## src/rtl/interleaver_pkg.sv

```systemverilog
// Shared constants and helpers for the ping-pong interleaver controller.
package interleaver_pkg;

    typedef enum logic {
        BANK0 = 1'b0,
        BANK1 = 1'b1
    } bank_t;

    localparam int PEND_W = 2;

    function automatic int block_len(input int row, input int col);
        return row * col;
    endfunction

    function automatic int cnt_width(input int row, input int col);
        return $clog2(row * col) + 1;
    endfunction

endpackage

```

## src/rtl/interleaver_axis_mux2.sv

```systemverilog
// 2:1 AXI-Stream mux; only the selected source sees downstream ready.
module interleaver_axis_mux2
    import interleaver_pkg::*;
#(
    parameter int WIDTH = 1
) (
    input  bank_t            sel,
    input  logic             vld_en,
    input  logic             rdy_en,
    input  logic [WIDTH-1:0] a_tdata,
    input  logic             a_tvalid,
    input  logic             a_tlast,
    output logic             a_tready,
    input  logic [WIDTH-1:0] b_tdata,
    input  logic             b_tvalid,
    input  logic             b_tlast,
    output logic             b_tready,
    output logic [WIDTH-1:0] m_tdata,
    output logic             m_tvalid,
    output logic             m_tlast,
    input  logic             m_tready
);

    always_comb begin
        m_tdata  = a_tdata;
        m_tvalid = a_tvalid & vld_en;
        m_tlast  = a_tlast;
        a_tready = m_tready & rdy_en;
        b_tready = 1'b0;
        if (sel == BANK1) begin
            m_tdata  = b_tdata;
            m_tvalid = b_tvalid & vld_en;
            m_tlast  = b_tlast;
            a_tready = 1'b0;
            b_tready = m_tready & rdy_en;
        end
    end

endmodule

```

## src/rtl/interleaver_pingpong_ctrl.sv

```systemverilog
// Ping-pong scheduler: alternates input blocks between two interleaver banks
// and drains whole blocks in arrival order through one output stream.
module interleaver_pingpong_ctrl
    import interleaver_pkg::*;
#(
    parameter int WIDTH = 1,
    parameter int ROW   = 512,
    parameter int COL   = 32
) (
    input  logic              clk,
    input  logic              rst,
    input  logic [WIDTH-1:0]  s_axis_tdata,
    input  logic              s_axis_tvalid,
    output logic              s_axis_tready,
    output logic [WIDTH-1:0]  m_axis_tdata,
    output logic              m_axis_tvalid,
    output logic              m_axis_tlast,
    input  logic              m_axis_tready,
    output logic              bank_rst_n,
    output logic [WIDTH-1:0]  b0_s_tdata,
    output logic [WIDTH-1:0]  b1_s_tdata,
    output logic              b0_s_tvalid,
    output logic              b1_s_tvalid,
    input  logic              b0_s_tready,
    input  logic              b1_s_tready,
    input  logic [WIDTH-1:0]  b0_m_tdata,
    input  logic [WIDTH-1:0]  b1_m_tdata,
    input  logic              b0_m_tvalid,
    input  logic              b1_m_tvalid,
    input  logic              b0_m_tlast,
    input  logic              b1_m_tlast,
    output logic              b0_m_tready,
    output logic              b1_m_tready,
    output logic [PEND_W-1:0] pending,
    output logic              err
);

    localparam int LEN = block_len(ROW, COL);
    localparam int CW  = cnt_width(ROW, COL);
    localparam logic [CW-1:0] LAST = CW'(LEN - 1);

    bank_t         wr_sel;
    bank_t         rd_sel;
    logic [CW-1:0] in_cnt;
    logic          arm;

    logic room;
    logic sel_s_ready;
    logic accept;
    logic blk_in;
    logic blk_out;
    logic sel_m_valid;
    logic oth_last;
    logic err_hit;

    assign b0_s_tdata = s_axis_tdata;
    assign b1_s_tdata = s_axis_tdata;

    assign room        = (pending != 2'd2);
    assign sel_s_ready = (wr_sel == BANK1) ? b1_s_tready : b0_s_tready;

    assign s_axis_tready = sel_s_ready & room & bank_rst_n;
    assign b0_s_tvalid   = s_axis_tvalid & (wr_sel == BANK0) & room & bank_rst_n;
    assign b1_s_tvalid   = s_axis_tvalid & (wr_sel == BANK1) & room & bank_rst_n;

    assign accept = s_axis_tvalid & s_axis_tready;
    assign blk_in = accept & (in_cnt == LAST);

    interleaver_axis_mux2 #(
        .WIDTH(WIDTH)
    ) u_out_mux (
        .sel      (rd_sel),
        .vld_en   (bank_rst_n & (pending != 2'd0)),
        .rdy_en   (bank_rst_n),
        .a_tdata  (b0_m_tdata),
        .a_tvalid (b0_m_tvalid),
        .a_tlast  (b0_m_tlast),
        .a_tready (b0_m_tready),
        .b_tdata  (b1_m_tdata),
        .b_tvalid (b1_m_tvalid),
        .b_tlast  (b1_m_tlast),
        .b_tready (b1_m_tready),
        .m_tdata  (m_axis_tdata),
        .m_tvalid (m_axis_tvalid),
        .m_tlast  (m_axis_tlast),
        .m_tready (m_axis_tready)
    );

    assign blk_out = m_axis_tvalid & m_axis_tready & m_axis_tlast;

    // Protocol checks: banks talking out of turn, or occupancy over/underflow.
    assign sel_m_valid = (rd_sel == BANK1) ? b1_m_tvalid : b0_m_tvalid;
    assign oth_last    = (rd_sel == BANK1) ? (b0_m_tvalid & b0_m_tlast)
                                           : (b1_m_tvalid & b1_m_tlast);

    assign err_hit = bank_rst_n & (
          (sel_m_valid & (pending == 2'd0))
        | (oth_last & ~sel_m_valid & (pending != 2'd2))
        | (blk_in & ~blk_out & (pending == 2'd2))
        | (blk_out & ~blk_in & (pending == 2'd0)));

    // Banks stay in reset for one extra cycle after rst falls.
    always_ff @(posedge clk) begin
        if (rst) begin
            arm        <= 1'b0;
            bank_rst_n <= 1'b0;
        end else begin
            arm        <= 1'b1;
            bank_rst_n <= arm;
        end
    end

    always_ff @(posedge clk) begin
        if (rst) begin
            wr_sel <= BANK0;
            rd_sel <= BANK0;
            in_cnt <= '0;
        end else begin
            if (accept) begin
                in_cnt <= blk_in ? '0 : in_cnt + CW'(1);
            end
            if (blk_in) begin
                wr_sel <= bank_t'(~wr_sel);
            end
            if (blk_out) begin
                rd_sel <= bank_t'(~rd_sel);
            end
        end
    end

    always_ff @(posedge clk) begin
        if (rst) begin
            pending <= '0;
        end else begin
            case ({blk_in, blk_out})
                2'b10: if (pending != 2'd2) pending <= pending + 2'd1;
                2'b01: if (pending != 2'd0) pending <= pending - 2'd1;
                default: pending <= pending;
            endcase
        end
    end

    always_ff @(posedge clk) begin
        if (rst) begin
            err <= 1'b0;
        end else if (err_hit) begin
            err <= 1'b1;
        end
    end

endmodule
```

## config.mk

```make
export PLATFORM = sky130hd
export DESIGN_NAME = interleaver_pingpong_ctrl
export DESIGN_NICKNAME = d
export VERILOG_FILES = /design/src/rtl/interleaver_pkg.sv /design/src/rtl/interleaver_axis_mux2.sv /design/src/rtl/interleaver_pingpong_ctrl.sv
export SDC_FILE = /design/constraint.sdc
export NUM_CORES = 1
export LEC_CHECK = 0
export BUFFER_PORTS_ARGS = -buffer_cell sky130_fd_sc_hd__buf_4
export CAP_MARGIN = 20
export CORE_MARGIN = 1.5
export CORE_UTILIZATION = 41
export DETAILED_ROUTE_END_ITERATION = 8
export HOLD_SLACK_MARGIN = 0.06
export SLEW_MARGIN = 0
export SYNTH_ARGS = -nofsm -noshare
export SYNTH_HDL_FRONTEND = slang
export SYNTH_SLANG_ARGS = --single-unit
```

## constraint.sdc

```tcl
create_clock -name clk -period 1.8 [get_ports clk]
set_input_delay 0.27 -clock clk [delete_from_list [all_inputs] [get_ports clk]]
set_output_delay 0.27 -clock clk [all_outputs]
set_load 0.01 [all_outputs]
```

## Word level (Yosys, flattened, before mapping)

Cells that the tools add are included.

| word-level totals | value |
|---|---|
| register bits after elaboration | 22 |
| input port bits | 13 |
| output and inout bits | 14 |

| cells by class | value |
|---|---|
| $add $sub $neg | 3 |
| eq/ne operators | 7 |
| multiplexer cells | 13 |
| bitwise operators | 34 |
| reductions and logical operators | 4 |

Operators with widths:

| cell | count |
|---|---|
| 1-bit bitwise AND | 26 |
| 15-bit by 1-bit adder with 15-bit output, second input constant | 1 |
| 15-bit by 14-bit equality test with 1-bit output, second input constant | 1 |
| 15-bit 2-to-1 mux | 1 |
| 1-bit 2-to-1 mux | 9 |
| 2-bit != test, second input constant | 3 |
| 1-bit NOT | 5 |
| 2-bit equality test, second input constant | 2 |
| 2-bit 2-to-1 mux | 2 |
| 2-bit one-hot mux with 2 select lines | 1 |
| 2-bit nonzero test | 2 |
| 1-bit OR | 3 |
| 3-bit AND reduction | 1 |
| 2-bit by 1-bit adder with 2-bit output, second input constant | 1 |
| 2-bit by 1-bit equality test with 1-bit output, second input constant | 1 |
| 2-bit logical NOT | 1 |
| 2-bit by 1-bit subtractor with 2-bit output, second input constant | 1 |

## Longest topological paths before layout

| logic depth | value |
|---|---|
| depth in word-level cells | 12 |
| mapped depth | 7 |

## Hierarchy

Synthesis repeated with hierarchy kept, for this count alone.

| unflattened totals | value |
|---|---|
| cells, all modules | 136 |
| area, all modules | 1,183.6 um^2 |

By module, submodules not included:

| module | instances | cells an instance | area an instance (um^2) | seq. area each (um^2) |
|---|---|---|---|---|
| interleaver_pingpong_ctrl | 1 | 129 | 1,129.8 | 440.4 |
| interleaver_axis_mux2 | 1 | 7 | 53.8 | 0.0 |

## Worst setup path before layout

OpenSTA, ideal clock, no wires.

| path | value |
|---|---|
| kind | reg-to-reg |
| from | register pending[0] |
| to | register pending[0] |
| setup time | 65 ps |
| data arrival time | 1,623 ps |
| setup slack | 112 ps |
| cell stages (with the launch flop) | 7 |
| path buffers | 1 |
| period minus slack after synthesis | 1,688 ps |
| path through | dfxtp_1 > and2b_1 > nor3_1 > buf_4 > nand4_1 > xnor3_1 > nor2_1 |

| between the ends | value |
|---|---|
| cells in the longest elaborated chain, start to end | 9 |
| elaborated cells on any way between the ends | 23 |

Ends and longest elaborated chain:

| element | line | RTL |
|---|---|---|
| from (decl) | interleaver_pingpong_ctrl.sv:34 | `output logic [PEND_W-1:0] pending,` |
| from (signal assigned) | interleaver_pingpong_ctrl.sv:136 | `2'b10: if (pending != 2'd2) pending <= pending + 2'd1;` |
| from (signal assigned) | interleaver_pingpong_ctrl.sv:137 | `2'b01: if (pending != 2'd0) pending <= pending - 2'd1;` |
| from (signal assigned) | interleaver_pingpong_ctrl.sv:138 | `default: pending <= pending;` |
| 2-bit nonzero test | interleaver_pingpong_ctrl.sv:73, interleaver_pingpong_ctrl.sv:137 |  |
| 1-bit bitwise AND | interleaver_pingpong_ctrl.sv:73 | `.vld_en (bank_rst_n & (pending != 2'd0)),` |
| 1-bit bitwise AND (on tied branches) | interleaver_axis_mux2.sv:26, interleaver_axis_mux2.sv:32 |  |
| 1-bit 2-to-1 mux | interleaver_axis_mux2.sv:30 | `if (sel == BANK1) begin` |
| 1-bit bitwise AND (2 in a row) | interleaver_pingpong_ctrl.sv:89 | `assign blk_out = m_axis_tvalid & m_axis_tready & m_axis_tlast;` |
| 2-bit by 1-bit equality test with 1-bit output or 2-bit equality test (tied branches) | interleaver_pingpong_ctrl.sv:135 | `case ({blk_in, blk_out})` |
| 2-bit != test (no line) or 2-bit nonzero test (tied branches) | -- |  |
| 3-bit AND reduction (no line) | -- |  |

Parallel ways exist; a longest one is shown, timed or not. The select of a mux whose other input is x is not followed.
A chain may end at the register's enable or synchronous reset.

## Worst setup path in the final report

| path | value |
|---|---|
| from | register wr_sel |
| to | output s_axis_tready |

| between the ends | value |
|---|---|
| cells in the longest elaborated chain, start to end | 3 |

Ends and longest elaborated chain:

| element | line | RTL |
|---|---|---|
| from (decl) | interleaver_pingpong_ctrl.sv:42 | `bank_t wr_sel;` |
| from (signal assigned) | interleaver_pingpong_ctrl.sv:123 | `wr_sel <= bank_t'(~wr_sel);` |
| 1-bit 2-to-1 mux | interleaver_pingpong_ctrl.sv:60 | `assign sel_s_ready = (wr_sel == BANK1) ? b1_s_tready : b0_s_tready;` |
| 1-bit bitwise AND (2 in a row) | interleaver_pingpong_ctrl.sv:62 | `assign s_axis_tready = sel_s_ready & room & bank_rst_n;` |
| to (decl) | interleaver_pingpong_ctrl.sv:14 | `output logic s_axis_tready,` |

No other way between the ends.

==> results.json <==
{
  "crit_chain": "mux2i_2 -> buf_4 -> nor3b_1 -> buf_4",
  "synth_area_um2": 1120,
  "drive_above_1_share_pct": 29.5,
  "tritoncts": "done",
  "clock_path_buffers": 2,
  "final_net_count": 171,
  "overflow": 0,
  "antenna_cells": 0,
  "min_period_ps": 1670,
  "synth_ff_type": "dfxtp_1",
  "start_kind": "flip-flop",
  "clkTransAtPathRegs_ps": 120,
  "postSynth.asyncResetShare_pct": 0,
  "die_x_um": 55.2,
  "slew_headroom_pct": 70.8,
  "hold_path_class": "in2reg",
  "setup_viol": 0,
  "final_cell_area_um2": 1390,
  "outcome": "completed",
  "grt_max_degree": 22,
  "synth_cell_types": 34,
  "fin_tns_setup_ps": 0,
  "viasPerCell": 5.16,
  "cts_root_buffer": "clkbuf_4",
  "avgSynthCellArea_um2": 8.74,
  "clk_latency_ps": 310,
  "htreeDepth": 1,
  "clkSinkCount": 22,
  "post_cts_resized": 0,
  "power_density_nw_per_um2": 606,
  "ctsHoldBuffers": 0,
  "synth_top_area_share_pct": 39.4,
  "clock_skew_ps": 2.37,
  "crit_fanout": 5,
  "cts_made_buffers": 3,
  "slowest_delay_ps": 410,
  "yosysMostFrequentCell": "dfxtp_1",
  "fmax_mhz": 597,
  "antenna_found_initial": 0,
  "post_drt_wl_per_cell_um": 13.3,
  "ys_top_cells_by_area": "dfxtp_1, xor2_1, nand4_1, nor3_1, nor2_1",
  "crit_type": "reg2out",
  "max_cap_violations": 0,
  "io_pins": 27,
  "synthToLayoutAreaGrowth_pct": 24.6,
  "ys_top_cells_by_count": "dfxtp_1, nor2_1, xor2_1",
  "portBuffers": 23,
  "cp-end-kind": "primary output",
  "netlist_instances": 128,
  "dpl_cell_area_um2": 1340,
  "critical_path.most_common_cell": "buf_4",
  "wl_um": 2480,
  "ys_warn_count": 0,
  "peakVddDrop_v": 0.000572,
  "synth_edf_count": 0,
  "die-area_um2": 3050,
  "fp-row-count": 18,
  "critical_path_arrival_ps": 1400,
  "slew_violations": 0,
  "crit_slowest_cell": "dfxtp_2",
  "grt.total_usage_pct": 16.3,
  "gp_congestion": 0.766,
  "place_hpwl_um": 1780,
  "drt.antenna.violating_nets": 0,
  "worstMarginPinSlew_ps": 437,
  "die_y_um": 55.2,
  "drt_pre_antenna_iters": 4,
  "post-cts-setup-buffers": 0,
  "hold_violations": 0,
  "required_ps": 1530,
  "start_util_pct": 44.3,
  "final.period_utilization_pct": 93.1,
  "core_um2": 2520,
  "drt_iter0_drc": 26,
  "r2r_setup_slack_ps": 160,
  "seq_area_frac_synth_pct": 39.4,
  "synth-seq-cells": 22,
  "grt_pass1_vias": 897,
  "synthesis.nets": 142,
  "yosys.area.top_type": "dfxtp_1",
  "p_leak_nw": 0.592,
  "grt_setup_unrepaired": "no",
  "fin_util_pct": 55.3,
  "via_count": 960,
  "drc": 0,
  "grt_pass1_wl_um": 4020
}
==> cells by family after synthesis <==
| family | synth area share [%] |
|---|---|
| muxes | 5.14 |
| AOI/OAI and AO/OA | 4.59 |
| xor gates and xnor gates | 12.2 |
| adders and majority gates | 1.12 |
| DFF | 39.4 |
| and+or+nand+nor | 33.1 |
| buffers and inverters | 4.47 |
==> cells in the final DEF (no fill, tap or decap), types with 3 or more instances in the layout <==
cell type  synthesis  layout
nor3b_1            3       3
nor2_1            13      12
nand4_1            9       9
clkbuf_4           0       3
xor2_1            12      12
buf_4              3      31
nand3_1            9       9
and3_1             5       5
nand2_1           11      11
dfxtp_1           22      21
mux2_2             3       3
nor3_1            11      10
==> flip-flops by register name, indices dropped and copies added (netlist names) <==
| signal | count |
|---|---|
| in_cnt | 15 |
| err | 1 |
| pending | 2 |
| bank_rst_n | 1 |
| wr_sel | 1 |
| arm | 1 |
| rd_sel | 1 |
==> cell type report <==
type	count	area, µm²
Clock buffer	4	36.3
Fill cell	234	1130
Inverter	1	3.75
Multi-Input combinational cell	98	642
Sequential cell	22	442
Tap cell	30	37.5
Timing Repair Buffer	31	233
==> worst max-delay path, delay by kind of cell, from the launching register on <==
| kind | cells | cell delay [ps] |
|---|---|---|
| simple gates | 1 | 40 |
| mux | 1 | 320 |
| buf+inv | 2 | 320 |
| flops | 1 | 410 |
==> stage by stage <==
| stage | total power, mW | cells | worst slack [ps] | hold WS, ps |
|---|---|---|---|---|
| global route | 0.874 | 186 | 48.6 | 277 |
| CTS | 0.853 | 186 | 52.7 | 269 |
| detailed placement | 0.576 | 182 | 150 | 430 |
| floorplan | 0.538 | 128 | 112 | 363 |
| global placement | 0.576 | 182 | 103 | 418 |
| finish | 0.844 | 186 | 125 | 268 |
==> metal layers <==
layer  wire, µm  track usage [%]
met1       1210             21.4
met2       1150             25.7
met3        101             5.62
met4         21             4.18
met5          0                0
==> report_power, final <==
group          leakage (nW)  switching, mW  internal (mW)
combinational         0.392         0.0347         0.0372
sequential            0.179        0.00253          0.491
clock                0.0210          0.155          0.124
==> final timing paths <==
kind	start	end	cells past startpoint
worst max register to register	wr_sel	in_cnt[0]	5
worst min register to register	arm	bank_rst_n	1
worst min-delay path	rst	in_cnt[0]	2
worst max-delay path	wr_sel	s_axis_tready	4
Power figures use the tool's default switching activity.
